<file path="config.mk">
export PLATFORM = sky130hd
export DESIGN_NAME = systolic_buffer_feeder
export DESIGN_NICKNAME = d
export VERILOG_FILES = /design/src/rtl/systolic_pkg.sv /design/src/rtl/systolic_skid_fifo.sv /design/src/rtl/systolic_buffer_feeder.sv
export SDC_FILE = /design/constraint.sdc
export NUM_CORES = 1
export LEC_CHECK = 0
export BUFFER_PORTS_ARGS = -buffer_cell sky130_fd_sc_hd__buf_2
export CAP_MARGIN = 10
export CORE_UTILIZATION = 40
export CTS_BUF_LIST = sky130_fd_sc_hd__clkbuf_8
export DETAILED_ROUTE_END_ITERATION = 7
export PLACE_DENSITY = 0.72
export SLEW_MARGIN = 20
export SYNTH_ARGS = -nofsm -noshare
export SYNTH_HDL_FRONTEND = slang
export SYNTH_SLANG_ARGS = --single-unit
</file>
<file path="constraint.sdc">
create_clock -name clk -period 40.3 [get_ports clk]
set_clock_uncertainty 0.2 [all_clocks]
set_input_delay 8.06 -clock clk [delete_from_list [all_inputs] [get_ports clk]]
set_output_delay 8.06 -clock clk [all_outputs]
set_load 0.01 [all_outputs]
</file>
<file path="src/rtl/systolic_pkg.sv">
// systolic_pkg: shared array constants and feeder FSM state encoding.
package systolic_pkg;
  localparam int LANES = 32;
  localparam int ELEM_W = 8;
  typedef enum logic [1:0] {IDLE, RUN, DRAIN} state_t;
endpackage

</file>
<file path="src/rtl/systolic_skid_fifo.sv">
// systolic_skid_fifo: 2-entry skid buffer with push/pop, occupancy count and head-of-queue output.
module systolic_skid_fifo #(
  parameter int W = 256
) (
  input  logic         clk,
  input  logic         rst,
  input  logic         push,
  input  logic         pop,
  input  logic [W-1:0] din,
  output logic [1:0]   count,
  output logic [W-1:0] head
);
  logic [W-1:0] mem [2];
  logic wp, rp;
  always_ff @(posedge clk or posedge rst)
    if (rst) begin
      mem[0] <= '0;
      mem[1] <= '0;
      wp <= 1'b0;
      rp <= 1'b0;
      count <= 2'd0;
    end else begin
      if (push) begin
        mem[wp] <= din;
        wp <= ~wp;
      end
      if (pop) rp <= ~rp;
      count <= count + {1'b0, push} - {1'b0, pop};
    end
  assign head = mem[rp];
endmodule

</file>
<file path="src/rtl/systolic_buffer_feeder.sv">
// systolic_buffer_feeder: walks the internal buffer read port through one tile and streams rows to the array.
// Optional SYSTOLIC_FEEDER_ZERO_PAD_EN: tail rows are generated as zeros instead of read from the buffer.
module systolic_buffer_feeder import systolic_pkg::*; #(
  parameter int DATAWIDTH  = 256,
  parameter int ROWS       = 512,
  parameter int DEPTH      = 543,
  parameter int ADDR_WIDTH = 10
) (
  input  logic                  clk,
  input  logic                  rst,
  input  logic                  start,
  input  logic [ADDR_WIDTH-1:0] num_rows,
  output logic [ADDR_WIDTH-1:0] rd_addr,
  input  logic [DATAWIDTH-1:0]  rd_data,
  output logic [DATAWIDTH-1:0]  out_data,
  output logic                  out_valid,
  input  logic                  out_ready,
  output logic                  busy,
  output logic                  done
);
  // DEPTH-ROWS is the skew tail length, so the last index is nr + (DEPTH-ROWS) - 1
  localparam logic [ADDR_WIDTH-1:0] TAIL = ADDR_WIDTH'(DEPTH - ROWS - 1);
  localparam logic [ADDR_WIDTH-1:0] MAXR = ADDR_WIDTH'(ROWS);
  state_t state, state_n;
  logic [ADDR_WIDTH-1:0] cnt, last, nr_in, cnt_inc;
  logic [DATAWIDTH-1:0] din;
  logic [1:0] count;
  logic [2:0] occ;
  logic inflight, issue, pop, fin;
  assign nr_in = (num_rows == '0 || num_rows > MAXR) ? MAXR : num_rows;
  assign cnt_inc = cnt + 1'b1;
  assign out_valid = count != 2'd0;
  assign pop = out_valid & out_ready;
  // Occupancy the FIFO will have once the in-flight read lands and this cycle's pop leaves
  assign occ = {1'b0, count} + {2'b0, inflight} - {2'b0, pop};
  assign issue = state == RUN && occ < 3'd2;
  assign busy = state != IDLE;
  always_comb begin
    fin = state == DRAIN && !inflight && count == 2'd1 && pop;
    state_n = state == IDLE ? (start ? RUN : IDLE)
            : state == RUN  ? (issue && cnt == last ? DRAIN : RUN)
            : (fin ? IDLE : DRAIN);
  end
  always_ff @(posedge clk or posedge rst)
    if (rst) state <= IDLE;
    else state <= state_n;
`ifdef SYSTOLIC_FEEDER_ZERO_PAD_EN
  logic [ADDR_WIDTH-1:0] nr;
  logic pad;
  assign din = pad ? '0 : rd_data;
  always_ff @(posedge clk or posedge rst)
    if (rst) begin
      nr <= '0;
      pad <= 1'b0;
    end else begin
      pad <= issue && cnt >= nr;
      if (state == IDLE && start) nr <= nr_in;
    end
`else
  assign din = rd_data;
`endif
  always_ff @(posedge clk or posedge rst)
    if (rst) begin
      cnt <= '0;
      last <= '0;
      rd_addr <= '0;
      inflight <= 1'b0;
      done <= 1'b0;
    end else begin
      done <= fin;
      inflight <= issue;
      if (state == IDLE && start) begin
        cnt <= '0;
        last <= nr_in + TAIL;
        rd_addr <= '0;
      end else if (issue && cnt != last) begin
        cnt <= cnt_inc;
`ifdef SYSTOLIC_FEEDER_ZERO_PAD_EN
        rd_addr <= cnt_inc < nr ? cnt_inc : rd_addr;
`else
        rd_addr <= cnt_inc;
`endif
      end
    end
  systolic_skid_fifo #(.W(DATAWIDTH)) u_fifo (
    .clk(clk),
    .rst(rst),
    .push(inflight),
    .pop(pop),
    .din(din),
    .count(count),
    .head(out_data)
  );
endmodule

</file>
* Word level (Yosys, flattened, before mapping)
Cells that the tools add are included.
** Word-level totals
- Flip-flop bits (word level) :: 540
- Input bits :: 270
- Output and inout bits :: 269
** Operators by class
- Add/sub/neg operators :: 6
- Magnitude comparators :: 5
- Equal/unequal tests :: 5
- Muxes and demuxes :: 14
- Bitwise operators :: 5
- Reductions and logical operators :: 15
** Operators by type and width (number)
- two-way mux 256 bit :: 4
- bitwise mux 512 bit :: 1
- demux 256 bit (select 1 bit) :: 1
- two-way mux 10 bit :: 3
- adder 10 x 1 -> 10 bit, second input constant :: 1
- adder 10 x 5 -> 10 bit, second input constant :: 1
- == test 10 bit :: 1
- greater-than comparator 10 bit, second input constant :: 1
- zero test 10 bit :: 1
- != test 10 bit :: 1
- logical AND 1 bit :: 8
- two-way mux 2 bit :: 4
- nonzero test 2 bit :: 3
- == test 2 x 1 -> 1 bit, second input constant :: 2
- >= comparator 2 bit, second input constant :: 2
- NOT 1 -> 2 bit :: 2
- adder 2 x 1 -> 3 bit :: 1
- less-than comparator 3 x 2 -> 1 bit, second input constant :: 1
- subtractor 3 x 1 -> 3 bit :: 1
- adder 2 x 1 -> 2 bit :: 1
- == test 2 bit, second input constant :: 1
- zero test 2 bit :: 1
- less-than comparator 2 x 1 -> 1 bit, second input constant :: 1
- NOT 1 bit :: 2
- other kinds (5) :: 5

* Longest topological paths before layout
- Word-level depth :: 9
- Depth in mapped cells :: 14
- Depth with buffers taken out :: 13

* Modules after synthesis
From an unflattened synthesis, not the netlist that was laid out.
** Unflattened totals
- Cell total of the unflattened synthesis :: 1527
- Area, all modules :: 23790.3 um2
** Modules (own cells, without submodules)
- systolic_skid_fifo :: times used 1, cells each 1381, area an instance 22382.7 um2
- systolic_buffer_feeder :: times used 1, cells each 146, area an instance 1407.6 um2

* Least setup slack after synthesis
OpenSTA, ideal clock, no wires.
- Kind :: input to register
- Start point :: input out_ready
- End point :: register cnt[7]
- Library setup time :: 0.077 ns
- Arrival :: 10.609 ns
- Required time :: 40.023 ns
- Setup slack :: 29.414 ns
- Cell stages on the path :: 11
- Path buffers :: 1
- Cells stage by stage :: and2_1 -> ha_1 -> inv_1 -> ha_1 -> fa_1 -> xnor2_1 -> or3_4 -> buf_6 -> or4_1 -> or3_1 -> a21oi_1
** On the way
- Word-level cells in the longest chain between the ends :: 6
** RTL lines
- start, declared :: line systolic_buffer_feeder.sv:17 : input logic out_ready,
- bitwise AND 1 bit :: line systolic_buffer_feeder.sv:33 : assign pop = out_valid & out_ready;
- subtractor 3 x 1 -> 3 bit :: line systolic_buffer_feeder.sv:35 : assign occ = {1'b0, count} + {2'b0, inflight} - {2'b0, pop};
- less-than comparator 3 x 2 -> 1 bit :: line systolic_buffer_feeder.sv:36 : assign issue = state == RUN && occ < 3'd2;
- logical AND 1 bit :: line systolic_buffer_feeder.sv:36
- logical AND 1 bit :: line systolic_buffer_feeder.sv:76 : end else if (issue && cnt != last) begin
- nonzero test 2 bit (no line)
- end signal, assigned :: line systolic_buffer_feeder.sv:77 : cnt <= cnt_inc;
- end, declared :: line systolic_buffer_feeder.sv:25 : logic [ADDR_WIDTH-1:0] cnt, last, nr_in, cnt_inc;
Every way passes these cells.
A chain may end at the register's enable or synchronous reset.

* Worst setup path in the final report
- Start point :: register u_fifo.rp
- End point :: output out_data[121]
** On the way
- Word-level cells in the longest chain between the ends :: 4
** RTL lines
- start, declared :: line systolic_skid_fifo.sv:14 : logic wp, rp;
- start signal, assigned :: line systolic_skid_fifo.sv:27 : if (pop) rp <= ~rp;
- NOT 1 -> 2 bit (implied by the code) :: line systolic_skid_fifo.sv:30 : assign head = mem[rp];
- two-way mux 256 bit (implied by the code) (3 in series) :: line systolic_skid_fifo.sv:30
- end, declared :: line systolic_buffer_feeder.sv:15 : output logic [DATAWIDTH-1:0] out_data,
Every way passes these cells. The select of a mux whose other input is x is not followed.

==> results.cfg <==
[synthesis]
synth-edff-count = 0
syn_inst = 1530
synth_cell_types = 35
ys_warn_count = 0
syn_area_per_cell_um2 = 15.3
yosysSeqAreaShare_pct = 57.9
async_reset_ff_share_pct = 100
synth_area_um2 = 23300
synthesis.nets = 1805
synth-main-ff-cell = dfrtp_1
ys_ff_latch = 540

[drt]
wire_per_inst_um = 18.7
drc = 0
drt_iter0_markers = 584
vias = 14700
antenna_left = 0
routed_wl_um = 55100
vias_per_cell = 5.00
firstDrtPassIters = 4

[power]
power.density_nw_per_um2 = 85.7
ir_worst_vdd_mv = 0.0524
power_leakage_nw = 13.2

[sta]
setup_viol = 0
rsz0062_at_grt = no
slew_viol_final = 0
tightest_slew_ns = 1.08
fin_crit_sh_pct = 30.2
hold_slack_ns = 0.297
fin_crit_ns = 12.16
hold_viol = 0
slew_headroom_pct = 27.9
timing.fmax_mhz = 82.2
setup-tns-final_ns = 0

[die]
rows = 88
io_pins = 539
fp.dieW_um = 244
fp.dieH_um = 244
design.core.area_um2 = 57700
start_util_pct = 40.4
dieArea_um2 = 59300

[finish]
final_common_cell = mux2_2
syn_to_final_growth_pct = 23.3
finalNonFillerCells = 2938
mostFrequentLayoutCells = mux2_2 (768), dfrtp_1 (539), buf_2 (538)
fin_util_pct = 49.9
num-nets-final = 2358
layout-drive-gt1-share_pct = 67.9

[grt]
grtUsageTotal_pct = 18.3
antenna_found_initial = 25
grt_pass1_vias = 16000
grt_pass1_wl_um = 86300
grt_max_degree = 158
overflow = 0

[cts]
clk_pin_slew_worst_paths_ns = 0.06
post_cts_resized = 0
post_cts_buffers = 0
htreeDepth = 3
clock_sinks = 540
clockBufferDepth = 3
root_buffer = clkbuf_8
ctsHoldBuffers = 0
clk_latency_ns = 0.64
cts_tree = yes
cts_buffers = 92

[placement]
dp_hpwl_um = 38000
dpl.cell_count = 2754
place.gp.congestion = 0.878
port_buffers = 538

[flow_run]
max-cap-violations = 0

[run_status]
status = completed

[critical_path]
required_ns = 32.04
criticalPathCategory = reg2out
critPathMaxStageDelay_ns = 0.95
arrival_ns = 3.90
crit_top_cell = buf_4
critPathMaxFanout = 84
path_cells = buf_4 > buf_4 > mux2_2 > buf_2
critPathSlowestCell = dfrtp_4
crit_path_start_kind = register
crit_family = buffers and inverters
worst-path-buf-inv = 3
worst_setup_path_end_kind = output port

[hold_path]
worst_hold_path_type = reg2reg
-- report_power, final --
part	leakage [nW]	switching (W)	internal [W]
registers	6.32	0.000166	0.000817
clock network	1.11	0.000223	0.000282
logic	5.73	0.000423	0.000556
total	13.2	0.000812	0.00165
-- synth_stat cells, types with 5 or more instances --
| cell type | n | area share (%) |
|---|---|---|
| xor2_1 | 12 | 0.45 |
| or3_1 | 5 | 0.13 |
| nor2_1 | 11 | 0.18 |
| nand3_1 | 8 | 0.17 |
| mux2_2 | 768 | 37 |
| dfrtp_1 | 540 | 58 |
| a21oi_1 | 9 | 0.19 |
| clkbuf_1 | 87 | 1.4 |
| or4_1 | 5 | 0.16 |
| nand2_1 | 18 | 0.29 |
| xnor2_1 | 6 | 0.23 |
| o21ai_0 | 12 | 0.26 |
| inv_1 | 9 | 0.14 |
-- cells by family (layout without fill, tap and decap cells) --
| family | count (synthesis) | count (layout) | share of synthesized area, % |
|---|---|---|---|
| muxes | 770 | 770 | 37.1 |
| DFF | 540 | 540 | 57.9 |
| buffers and inverters | 100 | 726 | 1.69 |
| and+or+nand+nor | 64 | 64 | 1.44 |
| AOI/OAI and AO/OA | 33 | 33 | 0.836 |
| xor gates and xnor gates | 18 | 18 | 0.676 |
| adders and majority gates | 5 | 5 | 0.300 |
| other | 0 | 17 | 0 |
-- registers in the layout, indices dropped and copies added (netlist names) --
name / cells
u_fifo.rp: 1
last: 10
u_fifo.mem: 512
cnt: 10
u_fifo.wp: 1
state: 2
done: 1
u_fifo.count: 2
inflight: 1
-- routing by layer --
layer  GRT usage [%]  vias to the layer above  wire [um]  share of wire [%]
li1                -                     6648          -                  -
met1            20.0                     7433      20800                 38
met5               0                        -         98               0.18
met4            10.2                       16       2420                4.4
met2            31.7                      443      28300                 51
met3            5.36                      157       3490                6.3
-- final timing paths --
path	cells past startpoint	start	end	slack (ns)
max	4	u_fifo.rp	out_data[121]	28.14
min	2	last[0]	last[0]	0.30
min reg2reg	2	last[0]	last[0]	0.30
max in group asynchronous	4	rst	u_fifo.mem[241]	30.27
min in group asynchronous	2	rst	u_fifo.mem[107]	7.43
max reg2reg	4	inflight	u_fifo.mem[359]	36.52
-- tightest hold or removal path: stages (launching register included) --
cell	delay, ns
dfrtp_1	0.35
nand2_1	0.06
nand2_1	0.05
-- cell type report --
class,instances,area (um^2)
multi-input cells,890,9440
flip-flops and latches,540,13500
clock buffers,120,1650
clock inverters,47,305
fillers,4959,28900
well taps,765,957
inverters,9,41.3
repair buffers,550,2810
diodes,17,42.5
-- metrics by stage --
step | power, W | setup slack [ns] | instance area [um^2]
detailed placement | 0.00197 | 28.81 | 26800
global placement | 0.00193 | 28.92 | 26800
global route | 0.00262 | 27.86 | 28800
floorplan | 0.00161 | 16.95 | 23300
CTS | 0.00249 | 28.03 | 28700
finish | 0.00247 | 28.14 | 28800
No activity file was read; power rests on OpenSTA's default activity.
